===== src/rtl/tpu_bus_pkg.sv =====
// tpu_bus_pkg: bus master FSM states and TPU slave address map, shared with the slave decode.
package tpu_bus_pkg;

    typedef enum logic [2:0] {
        ST_IDLE,
        ST_LOAD_A,
        ST_LOAD_B,
        ST_LOAD_C,
        ST_START,
        ST_WAIT,
        ST_READ_C,
        ST_DONE
    } state_t;

    localparam logic [15:0] TPU_A_BASE = 16'h0100;
    localparam logic [15:0] TPU_B_BASE = 16'h0200;
    localparam logic [15:0] TPU_C_BASE = 16'h0300;
    localparam logic [15:0] TPU_START  = 16'h0400;
    localparam logic [15:0] TPU_C_HALF = 16'h0008;

    // A/B rows sit on an 8-byte stride from their region base.
    function automatic logic [15:0] tpu_row_addr(input logic [15:0] base, input logic [7:0] idx);
        return base + 16'({idx, 3'b000});
    endfunction

    // C rows take 16 bytes: lo half at +0, hi half at +TPU_C_HALF.
    function automatic logic [15:0] tpu_c_addr(input logic [7:0] idx);
        return TPU_C_BASE + 16'({idx[7:1], 4'b0000}) + (idx[0] ? TPU_C_HALF : 16'h0000);
    endfunction

endpackage


===== src/rtl/tpu_rsp_reg.sv =====
// tpu_rsp_reg: one-entry valid/ready result register loaded by a capture enable.
module tpu_rsp_reg #(
    parameter int W = 64
) (
    input  logic         clk,
    input  logic         rst_n,
    input  logic         cap_en,
    input  logic [W-1:0] cap_data,
    input  logic         out_ready,
    output logic         out_valid,
    output logic [W-1:0] out_data
);

    // The master only captures into an empty or draining entry, so capture wins over a pop.
    always_ff @(posedge clk) begin
        if (!rst_n) begin
            out_valid <= 1'b0;
            out_data  <= '0;
        end else if (cap_en) begin
            out_valid <= 1'b1;
            out_data  <= cap_data;
        end else if (out_ready) begin
            out_valid <= 1'b0;
        end
    end

endmodule


===== src/rtl/tpu_bus_master.sv =====
// tpu_bus_master: runs one TPU matmul job over the slave bus (load A/B/C, START, wait, read C).
module tpu_bus_master
    import tpu_bus_pkg::*;
#(
    parameter int BITS_AB     = 8,
    parameter int BITS_C      = 16,
    parameter int DIM         = 8,
    parameter int ADDRW       = 16,
    parameter int DATAW       = 64,
    parameter int WAIT_CYCLES = 4*DIM
) (
    input  logic             clk,
    input  logic             rst_n,
    input  logic             job_start,
    input  logic             load_c,
    output logic             job_busy,
    output logic             job_done,
    input  logic             in_valid,
    output logic             in_ready,
    input  logic [DATAW-1:0] in_data,
    output logic             out_valid,
    input  logic             out_ready,
    output logic [DATAW-1:0] out_data,
    output logic             bus_rw,
    output logic [ADDRW-1:0] bus_addr,
    output logic [DATAW-1:0] bus_wdata,
    input  logic [DATAW-1:0] bus_rdata
);

    localparam int CW = $clog2(2*DIM) + 1;
    localparam int WW = $clog2(WAIT_CYCLES + 1);

    if (DIM*BITS_AB != DATAW || (DIM/2)*BITS_C != DATAW || DIM > 8) begin : g_cfg_err
        $error("tpu_bus_master: DIM/BITS_AB/BITS_C do not fit DATAW");
    end

    state_t           state, state_n;
    logic [CW-1:0]    cnt, cnt_n;
    logic [WW-1:0]    wcnt, wcnt_n;
    logic             load_c_q, load_c_n;
    logic             rd_pend, issue;
    logic             rw_n;
    logic [ADDRW-1:0] addr_n, row_addr, c_addr;
    logic [DATAW-1:0] wdata_n;
    logic             last_ab, last_c, all_rd;

    assign row_addr = ADDRW'(tpu_row_addr(state == ST_LOAD_A ? TPU_A_BASE : TPU_B_BASE, 8'(cnt)));
    assign c_addr   = ADDRW'(tpu_c_addr(8'(cnt)));
    assign last_ab  = cnt == CW'(DIM - 1);
    assign last_c   = cnt == CW'(2*DIM - 1);
    assign all_rd   = cnt == CW'(2*DIM);
    assign job_busy = state != ST_IDLE && state != ST_DONE;
    assign job_done = state == ST_DONE;

    // Next state, counters and the next registered bus beat; the bus idles unless a transfer is chosen.
    always_comb begin
        state_n  = state;
        cnt_n    = cnt;
        wcnt_n   = wcnt;
        load_c_n = load_c_q;
        rw_n     = 1'b0;
        addr_n   = '0;
        wdata_n  = '0;
        in_ready = 1'b0;
        issue    = 1'b0;
        case (state)
            ST_IDLE: begin
                if (job_start) begin
                    state_n  = ST_LOAD_A;
                    load_c_n = load_c;
                end
            end
            ST_LOAD_A, ST_LOAD_B: begin
                in_ready = 1'b1;
                if (in_valid) begin
                    rw_n    = 1'b1;
                    addr_n  = row_addr;
                    wdata_n = in_data;
                    cnt_n   = cnt + CW'(1);
                    if (last_ab) state_n = state == ST_LOAD_A ? ST_LOAD_B : ST_LOAD_C;
                end
            end
            ST_LOAD_C: begin
                in_ready = load_c_q;
                if (in_valid || !load_c_q) begin
                    rw_n    = 1'b1;
                    addr_n  = c_addr;
                    wdata_n = load_c_q ? in_data : '0;
                    cnt_n   = cnt + CW'(1);
                    if (last_c) state_n = ST_START;
                end
            end
            ST_START: begin
                rw_n    = 1'b1;
                addr_n  = ADDRW'(TPU_START);
                state_n = ST_WAIT;
            end
            ST_WAIT: begin
                wcnt_n = wcnt + WW'(1);
                if (wcnt == WW'(WAIT_CYCLES - 1)) state_n = ST_READ_C;
            end
            ST_READ_C: begin
                issue  = !all_rd && !rd_pend && (!out_valid || out_ready);
                addr_n = issue ? c_addr : '0;
                cnt_n  = cnt + CW'(issue);
                if (all_rd && !rd_pend && out_valid && out_ready) state_n = ST_DONE;
            end
            ST_DONE: state_n = ST_IDLE;
            default: state_n = ST_IDLE;
        endcase
        if (state_n != state) begin
            cnt_n  = '0;
            wcnt_n = '0;
        end
    end

    // State, counters and the registered bus; rd_pend marks a read whose data is on bus_rdata now.
    always_ff @(posedge clk) begin
        if (!rst_n) begin
            state     <= ST_IDLE;
            cnt       <= '0;
            wcnt      <= '0;
            load_c_q  <= 1'b0;
            rd_pend   <= 1'b0;
            bus_rw    <= 1'b0;
            bus_addr  <= '0;
            bus_wdata <= '0;
        end else begin
            state     <= state_n;
            cnt       <= cnt_n;
            wcnt      <= wcnt_n;
            load_c_q  <= load_c_n;
            rd_pend   <= issue;
            bus_rw    <= rw_n;
            bus_addr  <= addr_n;
            bus_wdata <= wdata_n;
        end
    end

    tpu_rsp_reg #(.W(DATAW)) u_rsp (
        .clk       (clk),
        .rst_n     (rst_n),
        .cap_en    (rd_pend),
        .cap_data  (bus_rdata),
        .out_ready (out_ready),
        .out_valid (out_valid),
        .out_data  (out_data)
    );

endmodule


===== config.mk =====
export PLATFORM = sky130hd
export DESIGN_NAME = tpu_bus_master
export DESIGN_NICKNAME = d
export VERILOG_FILES = /design/src/rtl/tpu_bus_pkg.sv /design/src/rtl/tpu_rsp_reg.sv /design/src/rtl/tpu_bus_master.sv
export SDC_FILE = /design/constraint.sdc
export NUM_CORES = 1
export LEC_CHECK = 0
export ABC_AREA = 1
export ABC_CLOCK_PERIOD_IN_PS = 4000
export CORE_UTILIZATION = 42
export DETAILED_ROUTE_END_ITERATION = 12
export PLACE_DENSITY = 0.89
export SYNTH_ARGS = -nofsm -noshare
export SYNTH_HDL_FRONTEND = slang
export SYNTH_SLANG_ARGS = --single-unit

===== constraint.sdc =====
create_clock -name clk -period 4 [get_ports clk]
set_input_delay 0.8 -clock clk [delete_from_list [all_inputs] [get_ports clk]]
set_output_delay 0.8 -clock clk [all_outputs]
set_load 0.03 [all_outputs]

-- After elaboration in Yosys (flattened, before gate mapping)
Index checks and enable logic that the tools add are counted.
- register bits after elaboration: 162
- add/subtract/negate cells: 6
- eq/ne operators: 15
- muxes and demuxes: 28
- bitwise gates (word level): 1
- reductions and logical operators: 21
- operators by type and width (kind ; count):
    $mux W64 ; 3
    $pmux W64 S2 ; 1
    $pmux W12 S4 ; 1
    $mux W12 ; 2
    $mux W3 ; 7
    $pmux W3 S7 ; 1
    $pmux W5 S3 ; 1
    $add A11 B4 Y12 ; 1
    $eq A3 B3 Y1 const B ; 4
    $add A10 B8 Y11 ; 1
    $add A10 B8 Y11 const A ; 1
    $mux W11 ; 1
    $mux W10 ; 1
    $mux W5 ; 2
    $add A6 B1 Y6 const B ; 1
    $eq A3 B2 Y1 const B ; 2
    $eq A6 B5 Y1 const B ; 1
    $logic_and A1 B1 Y1 ; 6
    $reduce_bool A3 Y1 ; 2
    $add A5 B1 Y5 ; 1
    $add A5 B1 Y5 const B ; 1
    $eq A5 B3 Y1 const B ; 1
    $eq A5 B4 Y1 const B ; 1
    $eq A5 B5 Y1 const B ; 1
    other kinds (16) ; 27

-- Depth between registers and ports, before layout
Gate-level depths: netlist of run 1.
- depth after elaboration: 8
- depth in mapped cells: 12

-- Cells and area by module
Synthesis of run 1 repeated with hierarchy kept, for this count alone.
- cell total of the unflattened synthesis: 688
- area total of the unflattened synthesis: 5640.4 um^2
- modules (own cells, without submodules) (module ; instances ; cells each ; area an instance (um^2) ; seq. area each (um^2)):
    tpu_bus_master ; 1 ; 405 ; 3348.2 ; 1781.7
    tpu_rsp_reg ; 1 ; 283 ; 2292.2 ; 1301.2

-- Least setup slack after synthesis of run 1
OpenSTA, ideal clock, no wires.
- path kind: reg-to-output
- start: register state[1]
- end: output in_ready
- arrival: 1379 ps
- path slack: 1821 ps
- cell stages (with the launch flop): 6
- cells stage by stage: dfxtp_1 -> buf_4 -> nand2_2 -> nor2_2 -> inv_1 -> o21ai_0
- cells in the longest elaborated chain, start to end: 3
- elaborated cells between the ends (all ways): 5
- classes of those cells: eq/ne (3); mux (1); reduce/logical (1)
- RTL lines (what ; line ; RTL):
    start: declaration ; tpu_bus_master.sv:37 ; state_t state, state_n;
    start signal: assignment ; tpu_bus_master.sv:129 ; state <= state_n;
    $eq A3 B1 Y1 / $eq A3 B2 Y1 (equally long branches) ; tpu_bus_master.sv:66 ; case (state)
    $reduce_or A2 Y1 ; tpu_bus_master.sv:66 ;
    $pmux W1 S2 * ; tpu_bus_master.sv:66 ;
    end: declaration ; tpu_bus_master.sv:19 ; output logic in_ready,
Every way passes the cells marked *; elsewhere a longest branch is shown, timed or not.

-- Final worst setup path of run 1
Ends and elaborated chain as after synthesis.

==> reports/qor_table.md, run 1 <==
| Stage | Metric | Reported |
|:---|:---|:---|
| clock tree | Clock buffer depth | 2 |
| power | Worst vdd ir | 0.347 mV |
| synthesis | Mapped Cells | 678 |
| clock tree | CTS Hold Buffers Added | 0 |
| synthesis | Number of enable flip-flop cells after synthesis | 0 |
| setup path | Cells along the critical path | nand2_2 > nor2_2 > inv_1 > o21ai_0 > clkdlybuf4s50_1 |
| synthesis | Async set-or-reset flop fraction in the synthesized netlist | 0% |
| synthesis | Top post-synthesis cells by area | dfxtp_1, nor2_1, nand2_1 |
| synthesis | Library cells used by synthesis | 29 |
| clock tree | CTS H-tree depth | 4 |
| synthesis | Yosys Warn Count | 0 |
| setup path | Critical Path Sink | in_ready |
| detailed routing | Detailed-route wire length | 16.4 mm |
| sta | Post-route setup TNS | 0 ps |
| setup path | Crit path required time | 3200 ps |
| run | Max_cap viols | 0 |
| clock tree | Count of cells resized by post-cts repair | 0 |
| global route | Number of global-route vias before repair | 5028 |
| placement | Gp weighted congestion | 0.949 |
| detailed routing | Detail-routed via count per cell | 4.65 |
| sta | Hold violation count in the final report | 0 |
| setup path | Worst R2R End | bus_rw |
| clock tree | Clock insertion delay at the later pin of the skew report | 420 ps |
| sta | Max Clock Skew | 8.04 ps |
| setup path | Standard cell with the maximum stage delay on the critical path | clkdlybuf4s50_1 |
| layout | Synth-to-layout area growth | 62.2% |
| placement | IO Port Bufs | 274 |
| sta | Unrepaired setup endpoints after global routing | no |
| sta | Post-route setup slack | 1040 ps |
| synthesis | Share of the yosys chip area belonging to registers | 55.9% |
| detailed routing | Number of remaining DRC errors | 0 |
| synthesis | Post-synth top area cell | dfxtp_1 |
| floorplan | Vertical extent of the die | 117 microns |
| synthesis | Area share of the largest cell type after synthesis | 55.9% |
| layout | Share of post-route cells with drive strength above 1 | 10.5% |
| detailed routing | Antenna Nets Post-Route | 0 |
| global route | Global-route congestion overflow total | 0 |
| setup path | Worst r2r src | state[1] |
| setup path | Slowest Stage Delay on Critical Path | 700 ps |
| sta | Worst slew slack as a fraction of its limit | 42.0% |
| setup path | Flop2flop setup slack | 1930 ps |
| placement | Area after DPL | 0.00828 sq mm |
| power | Power density over the cells | 401 mW/mm^2 |
| floorplan | Die width | 117 microns |
| floorplan | Core Footprint | 0.0127 sq mm |
| setup path | Combined buffer and inverter count along the critical path | 2 |
| setup path | Path length in cells of the critical path | 5 |
| layout | Final non-filler cell area | 0.00894 sq mm |
| worst hold path | Type of the worst min-delay path | reg2reg |
| layout | Number of fill cells | 935 |
| clock tree | Cell chosen for the clock root | clkbuf_16 |
| setup path | Element type at the critical path end | primary output |
| power | Leakage power | 3.55 nW |
| synthesis | Area of the mapped netlist | 0.00551 sq mm |
| outcome | Outcome | finished clean |
| setup path | Startpoint type of the worst setup path | flip-flop |
| floorplan | Row count | 41 |
| clock tree | Clock tree from TritonCTS | built |
| sta | Setup violators final | 0 |
| synthesis | Flip-flop cell with the highest count after synthesis | dfxtp_1 |
| floorplan | Die area | 0.0136 sq mm |
| synthesis | Mean instance size in the synthesized netlist | 8.13 sq um |
| sta | Share of the clock period used by the worst path after layout | 74.0% |
| clock tree | Number of buffers added by the clock tree synthesis step | 17 |
| placement | Worst slack, placed | 1170 ps |
| synthesis | Number of synthesized register bits | 154 |
| synthesis | Most common cell in the netlist | nor2_1 |
| setup path | Kind of cell with the highest combined delay on the critical path | buffers and inverters |
| floorplan | IO Pins | 283 |
| sta | Clock period minus worst slack | 2960 ps |
| setup path | Data arrival time of the critical path | 2160 ps |
| sta | Slew of the pin with the lowest slew margin | 870 ps |
| global route | Overall routing resource usage | 23.4% |
| sta | FMAX | 338 MHz |
| detailed routing | 1st-pass router iterations | 4 |
| sta | Count of pins over their slew limit | 0 |
| global route | Pin count of the biggest net entering global routing | 66 |
| setup path | Worst Setup Path Type | reg2out |
| placement | Dpl hpwl | 11.1 mm |
| detailed routing | Avg WL per Cell | 14.6 microns |
| power | Total chip power | 3.58 mW |
| floorplan | Effective utilization at floorplan | 43.3% |
| synthesis | Commonest cells in the netlist | nor2_1, dfxtp_1, nand2_1, o21ai_0, nor2_2 |
| setup path | Cell depth of the worst flop-to-flop path | 6 |
| detailed routing | Via count | 5221 |
| clock tree | Number of sinks driven by the clock tree | 154 |
| setup path | Worst Setup SP | state[1] |
| detailed routing | Number of DRC markers after the initial detailed-route iteration | 336 |
| setup path | CP max FO | 8 |
| clock tree | Clock slew at reported path FFs | 60 ps |
| global route | Number of antenna violations at the first check in global routing | 0 |
| global route | First-pass GRT wire length | 24.1 mm |
| worst hold path | Hold path cells | 2 |
| layout | N_diodes | 0 |
| layout | Number of nets in the layout | 1075 |
| clock tree | Post-CTS Setup Bufs | 0 |
[logic make-up after synthesis]
family / Yosys count / share of synthesized area, %
muxes: 1 / 0.182
other: 1 / 0.0680
buffers and inverters: 74 / 6.79
AOI/OAI and AO/OA: 78 / 7.45
adders and majority gates: 3 / 0.681
xor gates and xnor gates: 8 / 1.27
DFF: 154 / 55.9
and+or+nand+nor: 359 / 27.6
[worst min-delay path: cells and delay by family (launching register included)]
kind             cells  cell delay, ps
AO/OA/AOI/OAI        1              70
flip-flops           1             320
AND/OR/NAND/NOR      1              70
[stage by stage]
step	std cells	util [%]	hold WS, ps
2_1_floorplan	685	-	460
3_3_place_gp	1091	65.1	474
3_5_place_dp	1091	65.1	483
4_1_cts	1123	70.3	498
5_1_grt	1123	70.3	515
6_report	1123	70.3	496
[placed cells by master, fill, tap and decap left out, types with 2 or more instances in the layout]
cell type / synthesis / layout
clkdlybuf4s50_1: 0 / 273
clkbuf_8: 0 / 2
ha_1: 3 / 3
inv_2: 3 / 4
o21ai_2: 2 / 2
inv_6: 0 / 3
inv_1: 26 / 25
nor2_1: 183 / 183
clkbuf_16: 0 / 17
o21ai_0: 69 / 69
a21oi_1: 4 / 4
bufinv_16: 0 / 5
xnor2_1: 3 / 3
conb_1: 1 / 8
xor2_1: 5 / 5
nand3_1: 11 / 10
nor2_2: 48 / 48
nand2_2: 3 / 3
buf_4: 9 / 5
nor2_4: 2 / 2
nand4_1: 2 / 2
nand2_1: 107 / 107
dfxtp_1: 154 / 153
[layout make-up]
cell class / count / area [sq um] / area share (%)
Timing Repair Buffer: 279 / 2780 / 31.0
Clock inverter: 12 / 209 / 2.34
Clock buffer: 20 / 457 / 5.11
Inverter: 29 / 109 / 1.22
Tap cell: 172 / 215 / 2.41
Multi-Input combinational cell: 457 / 2090 / 23.4
Sequential cell: 154 / 3080 / 34.5
[registers in the layout (all words and copies together) (netlist names)]
| signal | count |
|---|---|
| wcnt | 6 |
| bus_rw | 1 |
| bus_addr | 8 |
| u_rsp.out_valid | 1 |
| bus_wdata | 64 |
| u_rsp.out_data | 64 |
| load_c_q | 1 |
| cnt | 5 |
| state | 3 |
| rd_pend | 1 |
[report_power, final]
group          switching, mW  total, mW  internal (mW)
registers            0.00275       1.54           1.54
logic                  0.111      0.250          0.139
clock network          0.640       1.79           1.15
[metal layers]
layer / track usage [%] / wire length (microns) / up-vias
li1: - / - / 2588
met1: 24.1 / 6160 / 2337
met2: 39.2 / 7730 / 247
met3: 9.65 / 1710 / 49
met4: 15.1 / 748 / 0
met5: 0 / 0 / -
[worst min path at each step]
stage	start	end
2_1_floorplan	cnt[0]	bus_addr[3]
3_3_place_gp	u_rsp.out_data[3]	u_rsp.out_data[3]
3_5_place_dp	u_rsp.out_data[40]	u_rsp.out_data[40]
4_1_cts	u_rsp.out_data[40]	u_rsp.out_data[40]
5_1_grt	cnt[0]	bus_addr[3]
6_report	u_rsp.out_data[18]	u_rsp.out_data[18]
Note: power is estimated with default switching activity, not from simulation.
==> run 2: changes to the inputs <==
--- a/config.mk
+++ b/config.mk
@@ -6,10 +6,10 @@
 export NUM_CORES = 1
 export LEC_CHECK = 0
 export ABC_AREA = 1
-export ABC_CLOCK_PERIOD_IN_PS = 4000
-export CORE_UTILIZATION = 42
+export ABC_CLOCK_PERIOD_IN_PS = 2800
+export CORE_UTILIZATION = 40
 export DETAILED_ROUTE_END_ITERATION = 12
-export PLACE_DENSITY = 0.89
+export PLACE_DENSITY = 0.86
 export SYNTH_ARGS = -nofsm -noshare
 export SYNTH_HDL_FRONTEND = slang
 export SYNTH_SLANG_ARGS = --single-unit
==> constraint.sdc (replaced) <==
create_clock -name clk -period 2.8 [get_ports clk]
set_input_delay 0.56 -clock clk [delete_from_list [all_inputs] [get_ports clk]]
set_output_delay 0.56 -clock clk [all_outputs]
set_load 0.03 [all_outputs]
==> run 2 against run 1 <==
Critical path depth unchanged. Total power up 38%. Cell count up 0.62%. Register-to-register slack worse by 1100 ps. Via count down 0.36%. Critical path type unchanged. Critical endpoint is now job_busy. Largest cell class unchanged.
==> reports/qor_table.md, run 2 (synthesis gave the netlist of run 1 again) <==
| Stage | Metric | Reported | vs previous |
|:---|:---|:---|:---|
| power | Leakage power | 3.55 nW | about the same |
| clock tree | Number of buffers added by the clock tree synthesis step | 17 | unchanged |
| global route | Global-route congestion overflow total | 0 | unchanged |
| setup path | CP max FO | 9 | +1 |
| placement | Gp weighted congestion | 0.905 | -4.7% |
| setup path | Element type at the critical path end | primary output |  |
| floorplan | Effective utilization at floorplan | 41.3% | -2.0 points |
| sta | Slew of the pin with the lowest slew margin | 685 ps | -185 ps |
| global route | Overall routing resource usage | 22.1% | -1.2 points |
| layout | Largest registers | bus_wdata: 64 flops, u_rsp.out_data: 64 flops, bus_addr: 8 flops |  |
| global route | Pin count of the biggest net entering global routing | 65 | -1.5% |
| power | Total chip power | 4.95 mW | +38% |
| layout | Number of nets in the layout | 1077 | +0.19% |
| worst hold path | Worst hold path startpoint | u_rsp.out_data[47] |  |
| detailed routing | Detail-routed via count per cell | 4.60 | -0.98% |
| clock tree | Post-CTS Setup Bufs | 0 | unchanged |
| sta | Post-route setup slack | 104 ps | -938 ps |
| detailed routing | Via count | 5202 | -0.36% |
| sta | Count of pins over their slew limit | 0 | unchanged |
| clock tree | Clock slew at reported path FFs | 60 ps | about the same |
| detailed routing | Number of remaining DRC errors | 0 | unchanged |
| setup path | Slowest Stage Delay on Critical Path | 680 ps | -20 ps |
| sta | Clock period minus worst slack | 2700 ps |  |
| setup path | Standard cell with the maximum stage delay on the critical path | clkdlybuf4s50_1 |  |
| sta | FMAX | 371 MHz |  |
| worst hold path | Type of the worst min-delay path | reg2reg |  |
| placement | Dpl hpwl | 11.2 mm | +0.89% |
| clock tree | Clock buffer depth | 2 | unchanged |
| setup path | Worst Setup Path Type | reg2out |  |
| floorplan | Row count | 42 | +2.4% |
| sta | Setup violators final | 0 | unchanged |
| detailed routing | Avg WL per Cell | 13.9 microns | -4.4% |
| sta | Unrepaired setup endpoints after global routing | no |  |
| sta | Share of the clock period used by the worst path after layout | 96.3% |  |
| floorplan | Die area | 0.0143 sq mm | +4.9% |
| setup path | Startpoint type of the worst setup path | flip-flop |  |
| setup path | Worst r2r src | state[1] |  |
| detailed routing | Antenna Nets Post-Route | 0 | unchanged |
| clock tree | Clock insertion delay at the later pin of the skew report | 420 ps | about the same |
| clock tree | Number of sinks driven by the clock tree | 154 | unchanged |
| global route | First-pass GRT wire length | 24.2 mm | +0.72% |
| floorplan | IO Pins | 283 | unchanged |
| floorplan | Die width | 119 microns | +2.4% |
| sta | Max Clock Skew | 5.86 ps | -2.19 ps |
| setup path | Kind of cell with the highest combined delay on the critical path | buffers and inverters |  |
| layout | Commonest non-fill, non-tap cell in the layout | clkdlybuf4s50_1 |  |
| global route | Number of antenna violations at the first check in global routing | 1 | +1 |
| setup path | Cells along the critical path | nand2_1 > inv_1 > nand2_1 > nand4_1 > clkdlybuf4s50_1 |  |
| detailed routing | Detailed-route wire length | 15.7 mm | -3.8% |
| global route | Number of global-route vias before repair | 4957 | -1.4% |
| setup path | Library cell appearing most often on the critical path | nand2_1 |  |
| detailed routing | 1st-pass router iterations | 5 | +1 |
| floorplan | Core Footprint | 0.0133 sq mm | +4.9% |
| placement | Worst slack, placed | 322 ps | -847 ps |
| sta | Worst slew slack as a fraction of its limit | 54.4% | +12 points |
| sta | Post-route setup TNS | 0 ps | unchanged |
| layout | Number of fill cells | 1037 | +11% |
| setup path | Worst Setup SP | state[2] |  |
| placement | IO Port Bufs | 274 | unchanged |
| layout | Synth-to-layout area growth | 62.5% |  |
| outcome | Outcome | finished clean |  |
| setup path | Combined buffer and inverter count along the critical path | 2 | unchanged |
| layout | Most frequent cells in the layout | clkdlybuf4s50_1, nor2_1, dfxtp_1, nand2_1, o21ai_0 |  |
| setup path | Data arrival time of the critical path | 2140 ps | -20 ps |
| sta | Hold violation count in the final report | 0 | unchanged |
| layout | Share of post-route cells with drive strength above 1 | 10.8% | +0.29 points |
| detailed routing | Number of DRC markers after the initial detailed-route iteration | 301 | -10% |
| run | Max_cap viols | 0 | unchanged |
| sta | Worst slack on hold paths | 496 ps | +0.425 ps |
| floorplan | Vertical extent of the die | 119 microns | +2.4% |
| setup path | Crit path required time | 2240 ps | -960 ps |
| power | Power density over the cells | 553 mW/mm^2 | +38% |
| clock tree | Cell chosen for the clock root | clkbuf_16 |  |
| power | Worst vdd ir | 0.422 mV | +21% |
| clock tree | CTS H-tree depth | 4 | unchanged |
| clock tree | Clock tree from TritonCTS | built |  |
[run 2: power by group]
group / total, mW / internal, mW / leakage, nW / switching (mW)
combinational: 0.362 / 0.203 / 2.02 / 0.159
clock: 2.39 / 1.46 / 0.295 / 0.930
sequential: 2.20 / 2.20 / 1.24 / 0.00408
[run 2: final cells by class]
| class | count | area, sq um | area share [%] |
|---|---|---|---|
| Clock buffer | 20 | 457 | 5.10 |
| Sequential cell | 154 | 3090 | 34.4 |
| Inverter | 29 | 109 | 1.22 |
| Timing Repair Buffer | 281 | 2830 | 31.6 |
| Multi-Input combinational cell | 457 | 2090 | 23.4 |
| Clock inverter | 12 | 164 | 1.83 |
| Antenna cell | 1 | 2.50 | 0.0279 |
| Tap cell | 176 | 220 | 2.46 |
[run 2: stage by stage]
stage | util (%) | instances | cell area, sq um
6_report | 67.1 | 1130 | 8960
5_1_grt | 67.1 | 1130 | 8960
4_1_cts | 67.1 | 1129 | 8960
3_5_place_dp | 62.4 | 1097 | 8330
3_3_place_gp | 62.4 | 1097 | 8330
2_1_floorplan | - | 685 | 5540
[run 2: repair_timing]
action,4_1_cts,5_1_grt
gates resized for setup,1,0
hold buffers,0,0
setup endpoints to repair,1,0
[run 2: metal layers]
| layer | GRT usage [%] | wire length (microns) | share of wire [%] | vias to the layer above |
|---|---|---|---|---|
| li1 | - | - | - | 2602 |
| met1 | 23.8 | 6120 | 39 | 2349 |
| met2 | 38.0 | 7700 | 49 | 227 |
| met3 | 9.43 | 1550 | 9.9 | 24 |
| met4 | 8.91 | 341 | 2.2 | 0 |
| met5 | 0 | 0 | 0 | - |
[run 2: worst paths after layout]
kind,to,slack (ps),cells after the start
setup / recovery,job_busy,100,5
hold / removal,u_rsp.out_data[47],500,2
setup reg to reg,bus_wdata[45],850,7
hold reg to reg,u_rsp.out_data[47],500,2
[run 2: worst register-to-register path: stages, from the launching register on]
cell and delay (ps):
dfxtp_2 450, nor2_4 80, nor2_4 150, nand2_2 140, o21ai_2 210, nand3_4 420
buf_12 370, nor2_2 90
==> run 3: changes to the inputs <==
--- a/config.mk
+++ b/config.mk
@@ -5,11 +5,12 @@
 export SDC_FILE = /design/constraint.sdc
 export NUM_CORES = 1
 export LEC_CHECK = 0
-export ABC_AREA = 1
+export ABC_AREA = 0
 export ABC_CLOCK_PERIOD_IN_PS = 2800
-export CORE_UTILIZATION = 40
+export CORE_UTILIZATION = 39
 export DETAILED_ROUTE_END_ITERATION = 12
-export PLACE_DENSITY = 0.86
+export PLACE_DENSITY = 0.84
+export RECOVER_POWER = 25
 export SYNTH_ARGS = -nofsm -noshare
 export SYNTH_HDL_FRONTEND = slang
 export SYNTH_SLANG_ARGS = --single-unit
==> run 3 against run 2 <==
The flow now finishes with violations (max-capacitance violations, max-slew violations). Global-route usage fell by 2.4 points. Non-clock buffer count fell by 4. Count of clock-buffer cells in the layout rose by 1. Highest routed layer unchanged. Sequential share of layout area rose by 0.43 points.
==> reports/qor_table.md, run 3 <==
| Stage | Metric | Reported | vs previous |
|:---|:---|:---|:---|
| floorplan | IO Pins | 283 | unchanged |
| power | Worst vdd ir | 0.382 mV | -9.4% |
| synthesis | Number of synthesized register bits | 154 | unchanged |
| outcome | Violations in the final reports | max-capacitance violations, max-slew violations |  |
| placement | Dpl hpwl | 10.5 mm | -6.2% |
| setup path | CP max FO | 12 | +3 |
| global route | First-pass GRT wire length | 22.0 mm | -9.2% |
| placement | Gp weighted congestion | 0.859 | -5.0% |
| placement | IO Port Bufs | 274 | unchanged |
| detailed routing | 1st-pass router iterations | 4 | -1 |
| clock tree | Post-CTS Setup Bufs | 0 | unchanged |
| sta | Share of the clock period used by the worst path after layout | 93.1% | -3.2 points |
| power | Power density over the cells | 554 mW/mm^2 | +0.11% |
| global route | Fraction of met1 tracks used by global routing | 20.5% | -3.3 points |
| power | Total chip power | 4.90 mW | -1.1% |
| synthesis | Flip-flop cell with the highest count after synthesis | dfxtp_1 |  |
| synthesis | Area of the mapped netlist | 0.00541 sq mm | -1.8% |
| outcome | Outcome | finished, violations left |  |
| global route | Global-route congestion overflow total | 0 | unchanged |
| sta | Max Clock Skew | 8.48 ps | +2.62 ps |
| layout | Commonest non-fill, non-tap cell in the layout | clkdlybuf4s50_1 |  |
| layout | Largest registers | bus_wdata: 64 flops, u_rsp.out_data: 64 flops, bus_addr: 8 flops |  |
| clock tree | Number of buffers added by the clock tree synthesis step | 17 | unchanged |
| synthesis | Library cells used by synthesis | 46 | +59% |
| detailed routing | Via count | 4400 | -15% |
| synthesis | Post-synth top area cell | dfxtp_1 |  |
| synthesis | Mapped Cells | 498 | -27% |
| sta | Count of pins over their slew limit | 65 | +65 |
| detailed routing | Avg WL per Cell | 14.7 microns | +6.0% |
| floorplan | Vertical extent of the die | 120 microns | +0.35% |
| setup path | Data arrival time of the critical path | 2050 ps | -90 ps |
| sta | Slew of the pin with the lowest slew margin | 2070 ps | +1380 ps |
| run | Max_cap viols | 1 | +1 |
| clock tree | Number of sinks driven by the clock tree | 154 | unchanged |
| synthesis | Area share of the largest cell type after synthesis | 57.0% | +1.0 points |
| detailed routing | Antenna Nets Post-Route | 0 | unchanged |
| synthesis | Yosys Warn Count | 0 | unchanged |
| clock tree | Clock slew at reported path FFs | 60 ps | about the same |
| setup path | Crit path required time | 2240 ps | about the same |
| sta | Hold violation count in the final report | 0 | unchanged |
| power | Leakage power | 3.13 nW | -12% |
| worst hold path | Type of the worst min-delay path | reg2reg |  |
| sta | Post-route setup slack | 193 ps | +88.9 ps |
| detailed routing | Number of remaining DRC errors | 0 | unchanged |
| layout | Most frequent cells in the layout | clkdlybuf4s50_1, dfxtp_1, and2_1, nor2b_1, mux2i_1 |  |
| synthesis | Most common cell in the netlist | dfxtp_1 |  |
| setup path | Startpoint type of the worst setup path | flip-flop |  |
| global route | Number of global-route vias before repair | 4437 | -10% |
| global route | Overall routing resource usage | 19.8% | -2.4 points |
| clock tree | Clock insertion delay at the later pin of the skew report | 410 ps | about the same |
| layout | Number of nets in the layout | 903 | -16% |
| global route | Global route hottest layer | met2 |  |
| clock tree | CTS H-tree depth | 4 | unchanged |
| synthesis | Share of the yosys chip area belonging to registers | 57.0% | +1.0 points |
| sta | Clock period minus worst slack | 2610 ps | -88.9 ps |
| clock tree | Clock tree from TritonCTS | built |  |
| sta | Setup violators final | 0 | unchanged |
| setup path | Element type at the critical path end | primary output |  |
| layout | Synth-to-layout area growth | 63.5% |  |
| synthesis | Async set-or-reset flop fraction in the synthesized netlist | 0% | unchanged |
| global route | Pin count of the biggest net entering global routing | 65 | unchanged |
| setup path | Worst Setup Path Type | reg2out |  |
| floorplan | Row count | 42 | unchanged |
| floorplan | Die area | 0.0144 sq mm | +0.70% |
| clock tree | Cell chosen for the clock root | clkbuf_16 |  |
| synthesis | Mean instance size in the synthesized netlist | 10.9 sq um | +34% |
| clock tree | Clock buffer depth | 2 | unchanged |
| global route | Met3 Resource Use GR | 9.03% | -0.40 points |
| sta | Unrepaired setup endpoints after global routing | no |  |
| sta | Worst slew slack as a fraction of its limit | -37.8% | -92 points |
| detailed routing | Number of DRC markers after the initial detailed-route iteration | 233 | -23% |
| placement | Worst slack, placed | 204 ps | -118 ps |
| layout | Share of post-route cells with drive strength above 1 | 5.13% | -5.7 points |
| synthesis | Commonest cells in the netlist | dfxtp_1, and2_1, nor2b_1, mux2i_1, clkbuf_1 |  |
| sta | FMAX | 384 MHz | +3.4% |
| detailed routing | Detail-routed via count per cell | 4.61 | about the same |
| detailed routing | Detailed-route wire length | 14.1 mm | -10% |
| synthesis | Number of enable flip-flop cells after synthesis | 0 | unchanged |
| global route | Number of antenna violations at the first check in global routing | 0 | -1 |
| floorplan | Core Footprint | 0.0134 sq mm | +0.39% |
| sta | Post-route setup TNS | 0 ps | unchanged |
| global route | Met2 Track Usage GR | 34.3% | -3.7 points |
| floorplan | Die width | 120 microns | +0.35% |
| layout | N_diodes | 0 | -1 |
| floorplan | Effective utilization at floorplan | 40.4% | -0.90 points |
| synthesis | Top post-synthesis cells by area | dfxtp_1, mux2i_1, and2_1 |  |
run 3: cell count changes in the layout (fill, tap and decap cells not counted), sizes merged, moves of 4 or more:
cell | previous run | this run
nand2 | 110 | 14
mux2i | 1 | 65
nor2b | 0 | 69
nand3 | 11 | 7
buf | 8 | 1
clkbuf | 20 | 24
inv | 32 | 11
a21boi | 0 | 5
and2 | 0 | 71
o21ai | 73 | 7
nor2 | 233 | 18
run 3: logic make-up (layout without fill, tap and decap cells):
family          Yosys count  count (layout)  synth area share [%]
xor+xnor                  8               8                  1.29
other cells               1               8                0.0693
simple gates            197             197                  21.5
compound gates           28              28                  3.81
fa+ha+maj                 3               3                 0.694
flops                   154             154                  57.0
buf+inv                  42             316                  3.70
mux                      65              65                  12.0
run 3: area by class of cell:
class                   count  area [sq um]
inverters                   7          26.3
clock buffers              21           470
flip-flops and latches    154          3090
fillers                  1022          4550
repair buffers            277          2750
clock inverters            11           135
well taps                 176           220
multi-input cells         309          2160
run 3: critical path: stages, from the launching register on:
cell and delay, ps:
dfxtp_1 530, nand2_1 220, nor2_1 190, clkdlybuf4s50_1 700
run 3: path summary, 6_finish.rpt:
check	start	end	slack [ps]	depth (start not counted)
worst max-delay path	state[0]	job_done	190	3
worst min-delay path	cnt[4]	bus_addr[7]	510	1
worst max register to register	rd_pend	u_rsp.out_data[14]	370	3
worst min register to register	cnt[4]	bus_addr[7]	510	1
run 3: where the power goes:
part | internal, mW | switching, mW
registers | 2.22 | 0.0117
clock network | 1.40 | 0.895
logic | 0.235 | 0.141
total | 3.85 | 1.05
run 3: what timing repair did:
action | in CTS | in global routing
hold buffers | 0 | 0
endpoints found under the setup margin | 0 | 3
gates resized for setup | 0 | 2
run 3: per-stage QoR:
| step | util [%] | hold slack (ps) | instance area (sq um) | cells |
|---|---|---|---|---|
| floorplan | - | 479 | 5440 | 505 |
| global placement | 61.6 | 495 | 8250 | 923 |
| detailed placement | 61.6 | 504 | 8250 | 923 |
| CTS | 66.1 | 518 | 8850 | 955 |
| global route | 66.0 | 539 | 8850 | 955 |
| finish | 66.0 | 514 | 8850 | 955 |
run 3: metal layers:
layer  vias to the layer above  share of wire, %
met5                         -                 0
li1                       2148                 -
met3                        14                11
met4                         0               1.3
met2                       206                50
met1                      2032                38
